**src/rtl/activate_diff_pkg.sv**
```systemverilog
// Shared widths and helpers for the activate_diff_pipe buffer.
package activate_diff_pkg;
  localparam int DEF_SIZE            = 3;
  localparam int DEF_DATA_SIZE       = 16;
  localparam int DEF_COST_TYPE_SIZE  = 8;
  localparam int DEF_DENSE_TYPE_SIZE = 4;
  localparam int DEF_DEPTH           = 2;
  localparam int MAX_DEPTH           = 16;
  localparam int IDX_W               = 32;
  localparam int STALL_W             = 16;

  // A single-entry buffer still needs a 1-bit pointer to index storage.
  function automatic int ptr_width(input int d);
    return (d > 1) ? $clog2(d) : 1;
  endfunction
endpackage

```
**src/rtl/pipe_fifo_mem.sv**
```systemverilog
// Payload storage: one synchronous write port, asynchronous read of the head entry.
module pipe_fifo_mem #(
  parameter int WIDTH = 8,
  parameter int DEPTH = 2,
  parameter int PTR_W = 1
) (
  input  logic             clk,
  input  logic             i_we,
  input  logic [PTR_W-1:0] i_wr_ptr,
  input  logic [WIDTH-1:0] i_wr_data,
  input  logic [PTR_W-1:0] i_rd_ptr,
  output logic [WIDTH-1:0] o_rd_data
);
  logic [WIDTH-1:0] r_mem [DEPTH];

  always_ff @(posedge clk) begin
    if (i_we) r_mem[i_wr_ptr] <= i_wr_data;
  end

  assign o_rd_data = r_mem[i_rd_ptr];
endmodule

```
**src/rtl/activate_diff_pipe.sv**
```systemverilog
// Valid/ready FIFO carrying one activate-diff request per entry.
// A push happens when in_valid && in_ready, a pop when out_valid && out_ready; flush beats both.
module activate_diff_pipe
  import activate_diff_pkg::*;
#(
  parameter int size            = DEF_SIZE,
  parameter int data_size       = DEF_DATA_SIZE,
  parameter int cost_type_size  = DEF_COST_TYPE_SIZE,
  parameter int dense_type_size = DEF_DENSE_TYPE_SIZE,
  parameter int depth           = DEF_DEPTH
) (
  input  logic                         clk,
  input  logic                         rst_n,
  input  logic                         in_valid,
  output logic                         in_ready,
  input  logic [data_size*size-1:0]    label,
  input  logic [cost_type_size-1:0]    cost_type,
  input  logic [dense_type_size-1:0]   dense_type,
  input  logic                         backprop_cost,
  input  logic [data_size*size-1:0]    w,
  input  logic [data_size*size-1:0]    x,
  input  logic [data_size*size-1:0]    z,
  input  logic [IDX_W-1:0]             w_layer_index,
  input  logic [IDX_W-1:0]             w_row_index,
  input  logic                         is_update,
  output logic                         out_valid,
  input  logic                         out_ready,
  output logic [data_size*size-1:0]    label_out,
  output logic [cost_type_size-1:0]    cost_type_out,
  output logic [dense_type_size-1:0]   dense_type_out,
  output logic                         backprop_cost_out,
  output logic [data_size*size-1:0]    w_out,
  output logic [data_size*size-1:0]    x_out,
  output logic [data_size*size-1:0]    z_out,
  output logic [IDX_W-1:0]             w_layer_index_out,
  output logic [IDX_W-1:0]             w_row_index_out,
  output logic                         is_update_out,
  input  logic                         flush,
  output logic [$clog2(depth+1)-1:0]   occupancy,
  output logic [STALL_W-1:0]           stall_count
);
  localparam int VW    = size * data_size;
  localparam int PW    = 4 * VW + cost_type_size + dense_type_size + 2 + 2 * IDX_W;
  localparam int PTR_W = ptr_width(depth);
  localparam int OCC_W = $clog2(depth + 1);
  localparam logic [PTR_W-1:0] LAST_PTR  = PTR_W'(depth - 1);
  localparam logic [OCC_W-1:0] DEPTH_OCC = OCC_W'(depth);

  generate
    if (depth < 1 || depth > MAX_DEPTH) begin : g_bad_depth
      $error("activate_diff_pipe: depth must be within 1..16");
    end
  endgenerate

  logic [PTR_W-1:0]   r_wr_ptr, r_rd_ptr;
  logic [OCC_W-1:0]   r_occ;
  logic [STALL_W-1:0] r_stall;
  logic               w_push, w_pop, w_stall;
  logic [PW-1:0]      w_wr_data, w_rd_data, w_head;

  assign in_ready  = (r_occ < DEPTH_OCC);
  assign out_valid = (r_occ != '0);
  assign w_push    = in_valid && in_ready && !flush;
  assign w_pop     = out_valid && out_ready && !flush;
  assign w_stall   = out_valid && !out_ready;

  assign w_wr_data = {label, cost_type, dense_type, backprop_cost, w, x, z,
                      w_layer_index, w_row_index, is_update};

  pipe_fifo_mem #(.WIDTH(PW), .DEPTH(depth), .PTR_W(PTR_W)) u_mem (
    .clk       (clk),
    .i_we      (w_push),
    .i_wr_ptr  (r_wr_ptr),
    .i_wr_data (w_wr_data),
    .i_rd_ptr  (r_rd_ptr),
    .o_rd_data (w_rd_data)
  );

  // Storage is not reset, so stale contents are masked whenever nothing is held.
  assign w_head = out_valid ? w_rd_data : '0;
  assign {label_out, cost_type_out, dense_type_out, backprop_cost_out, w_out, x_out, z_out,
          w_layer_index_out, w_row_index_out, is_update_out} = w_head;

  always_ff @(posedge clk) begin
    if (!rst_n || flush) begin
      r_wr_ptr <= '0;
      r_rd_ptr <= '0;
      r_occ    <= '0;
      r_stall  <= '0;
    end else begin
      if (w_push) r_wr_ptr <= (r_wr_ptr == LAST_PTR) ? '0 : r_wr_ptr + PTR_W'(1);
      if (w_pop)  r_rd_ptr <= (r_rd_ptr == LAST_PTR) ? '0 : r_rd_ptr + PTR_W'(1);
      if (w_push && !w_pop)      r_occ <= r_occ + OCC_W'(1);
      else if (w_pop && !w_push) r_occ <= r_occ - OCC_W'(1);
      if (w_stall && r_stall != '1) r_stall <= r_stall + STALL_W'(1);
    end
  end

  assign occupancy   = r_occ;
  assign stall_count = r_stall;
endmodule

```
**config.mk**
```make
export PLATFORM = sky130hd
export DESIGN_NAME = activate_diff_pipe
export DESIGN_NICKNAME = d
export VERILOG_FILES = /design/src/rtl/activate_diff_pkg.sv /design/src/rtl/pipe_fifo_mem.sv /design/src/rtl/activate_diff_pipe.sv
export SDC_FILE = /design/constraint.sdc
export NUM_CORES = 1
export LEC_CHECK = 0
export ABC_AREA = 1
export CAP_MARGIN = 20
export CORE_ASPECT_RATIO = 2
export CORE_MARGIN = 2
export CORE_UTILIZATION = 30
export DETAILED_ROUTE_END_ITERATION = 10
export GPL_TIMING_DRIVEN = 0
export PLACE_DENSITY = 0.6
export SLEW_MARGIN = 20
export SYNTH_ARGS = -nofsm -noshare
export SYNTH_HDL_FRONTEND = slang
export SYNTH_HIERARCHICAL = 1
export SYNTH_SLANG_ARGS = --single-unit
```
**constraint.sdc**
```tcl
create_clock -name clk -period 33.8 [get_ports clk]
set_input_delay 6.76 -clock clk [delete_from_list [all_inputs] [get_ports clk]]
set_output_delay 6.76 -clock clk [all_outputs]
set_load 0.005 [all_outputs]
```
==> run summary <==
The run finished with clean final reports. The cell area after synthesis is 0.02296 mm^2. The wire length on met1 came out at 24600 um. The number of global-route vias before repair came out at 15780. The wire-length estimate of the detail-placed layout is 49750 um. The routed length per instance came out at 17.48 um. The final hold violation count is 0. The number of cells in the design after placement is 3767.

After clock tree synthesis, the flow added hold-fix buffers numbering 0. The number of post-CTS setup repair buffers came out at 0. The least setup slack across all paths after layout came out at 23.99 ns.

The number of synthesized register bits came out at 560. The post-detailed-route via-to-cell ratio is 4.181. The number of detailed-routing iterations run before antenna repair came out at 4. The max-slew violation count was 0.

The total routing resource utilization after global routing is 0.1669. The proportion of power drawn by the clock network is 0.373. On the final layout, the worst clock skew is 0.01494 ns. Signal routing reaches up to met5.

The time the worst path needs with I/O delays and setup is 9.808 ns. The worst voltage drop across the vdd grid is 0.00004323 V. A synthesized cell averages 10.57 um^2. The proportion of power drawn by combinational gates is 0.097. The first global-routing pass estimated 96370 um of wire. In this run the worst hold path is classified as reg -> reg. The total net switching power is 325.5 uW. Clock latency on the worst-skew pair, taken at its later pin, is 0.60 ns. The cell count after synthesis came out at 2171.

The global route total overflow came out at 0. The area growth from synthesis to layout is 38.98%. The clock tree from TritonCTS is built.

After detailed routing, the met2 layer carries 34960 um of wire. The sum of negative setup slack is 0 ns. The die outline width came out at 199.6 um. During synthesis, Yosys emitted a total of 6 warnings.

The tool flagged a number of max-cap violations equal to 0. The post-place setup slack came out at 24.25 ns. For this configuration, the core starts out at a cell density of 0.3026. The area enclosed by the die boundary is 0.07888 mm^2. The area fraction of the dominant cell type after synthesis came out at 0.7064. The floorplan step set the die height to 395.2 um. The count of placed standard cells in the final layout, fillers left out came out at 3872. STA classifies the critical path endpoint as an output port. At the end of routability-driven placement, the weighted congestion stood at 0.8291. CTS saw 560 sinks. The sequential share of power came out at 0.530.

The number of cells upsized or downsized after cts is 0. Internal power comes to 1.158 mW. The number of clock buffers added by TritonCTS is 51.

Of all nets on the critical path, the largest fanout is 10. For this run, the top clock speed supported by timing is 102.0 MHz. The final critical-path share of the clock period came out at 0.2902.

The sort of element at the start of the critical path is a register. The data arrival at the endpoint of the critical path came out at 3.05 ns. Setup violations remaining at the end of the flow were counted as 0.

The synthesized netlist net count is 2448. The sequential element share of the synthesized area is 0.7238. The clock transition at the register clock pins on the worst setup and hold paths after CTS came out at 0.07 ns. The total area inside the core boundary comes to 0.07586 mm^2. The total number of vias came out at 16190. The critical path is of the reg -> out type. For this run, design rule violations remaining after detail routing come to 0.

The number of placed I/O pins is 565. Sorting the synthesized cells by area gives the leading types as edfxtp_1 71%, nand2_1 14%, nor2_1 5.2%, inv_1 4.7%, dfxtp_1 1.7%. The required time of the critical path is 27.04 ns. The final routed wirelength across all metal layers came out at 67680 um. The post-detailed-route count of antenna-violating nets came out at 0. The count of standard-cell rows is 143. The number of port buffers is 564. The depth of the CTS H-tree came out at 2. In the detailed route, the total length drawn on met3 is 5640 um. The number of antenna violations at the first check in global routing came out at 17.

The distinct cell type count after synthesis came out at 26. Headroom to the max-slew limit came out at 0.4047. The standby leakage power is 13.00 nW. The number of DRC markers after the initial detailed-route iteration came out at 639. The maximum number of pins on one net before global-route repair came out at 92. The largest buffer count on any clock path came out at 3. The switching share of power is 0.2194.

In the final layout, the share of cells above drive strength 1 is 0.06221. The post-route worst hold slack is 0.5014 ns. The power density relative to cell area is 46.51 mW/mm^2.

The final-stage net count came out at 3082. The power consumption came out at 1.484 mW. Setup repair after global routing left no endpoint under its margin.

The tree is rooted in a clkbuf_16. Summed over all instances, the cell type with the most area after synthesis is edfxtp_1. The transition time at the pin with the least slew margin is 0.8929 ns. Registers take 0.01662 mm^2. The number of filler instances in the final layout is 7259.

The multi-input combinational cell area is 0.004732 mm^2.
## flip-flops by register name, summed over array words and instances, names as in the netlist
signal and flops:
stall_count 16, u_mem/r_mem 540, occupancy 2, r_wr_ptr 1
r_rd_ptr 1
## cells by family (layout without fill, tap and decap cells)
kind of cell             Yosys count  in the layout  synth area share
AND/OR/NAND/NOR                 1207           1207            0.2004
flip-flops                       560            560            0.7238
buffers and inverters            383           1057           0.07037
AO/OA/AOI/OAI                     18             18          0.003979
adder cells (fa/ha/maj)            2              2          0.001090
XOR/XNOR                           1              1         0.0003816
other                              0             12                 0
## placed cells by master, fill, tap and decap left out, types with 13 or more instances in the layout
master	synthesis	layout
dfxtp_1	20	20
inv_1	288	287
nand2_1	854	854
nor2_1	321	320
clkbuf_1	12	23
clkinv_1	1	13
nand3_1	15	15
edfxtp_1	540	540
clkbuf_16	0	53
buf_4	24	24
buf_2	50	50
clkdlybuf4s50_1	0	564
## critical path, stage by stage (launching register included)
cell and delay [ns]:
dfxtp_1 0.35, nor2_1 0.16, buf_2 0.41, buf_2 0.46
buf_2 0.42, nor2_1 0.07, clkdlybuf4s50_1 0.56
## routing by layer
layer | global-route usage | vias up
li1 | - | 8097
met1 | 0.1709 | 7468
met2 | 0.3084 | 505
met3 | 0.05141 | 109
met4 | 0.06944 | 8
met5 | 0 | -
## synthesized netlist by cell type, drive strengths merged
cell type	instances
a21oi	12
a31oi	1
and2	2
buf	79
clkbuf	12
clkinv	1
dfxtp	20
edfxtp	540
ha	2
inv	291
nand2	857
nand3	16
nand4	6
nor2	325
nor3	1
o21ai	5
xor2	1
## power groups by stage
| stage | logic, mW | clock network (mW) | registers (mW) |
|---|---|---|---|
| 3_3_place_gp | 0.138 | 0 | 0.815 |
| 5_1_grt | 0.158 | 0.595 | 0.787 |
| 3_5_place_dp | 0.146 | 0 | 0.801 |
| 2_1_floorplan | 0.0489 | 0 | 0.809 |
| 4_1_cts | 0.147 | 0.574 | 0.786 |
| 6_report | 0.143 | 0.554 | 0.786 |
## worst paths after layout
path	end	depth (start not counted)	start	slack, ns
worst max-delay path	label_out[36]	6	occupancy[0]	23.99
worst min-delay path	r_rd_ptr	2	r_rd_ptr	0.50
worst max register to register	u_mem/r_mem[0][203]	11	occupancy[1]	31.11
worst min register to register	r_rd_ptr	2	r_rd_ptr	0.50
## cell type report
class                           count  area share
Inverter                          292     0.03467
Sequential cell                   560      0.5208
Tap cell                         1015     0.03981
Multi-Input combinational cell   1228      0.1483
Clock buffer                       64     0.04287
Antenna cell                       12   0.0009413
Clock inverter                     29    0.006393
Timing Repair Buffer              581      0.1900
Buffer                             91     0.01620
## stage by stage
step                        util  cell area (um^2)
after global placement    0.3938             29870
final                     0.4205             31900
after detailed placement  0.3994             30300
after global routing      0.4205             31900
after floorplan                -             22960
after CTS                 0.4201             31870
(Power assumes the default switching activity.)
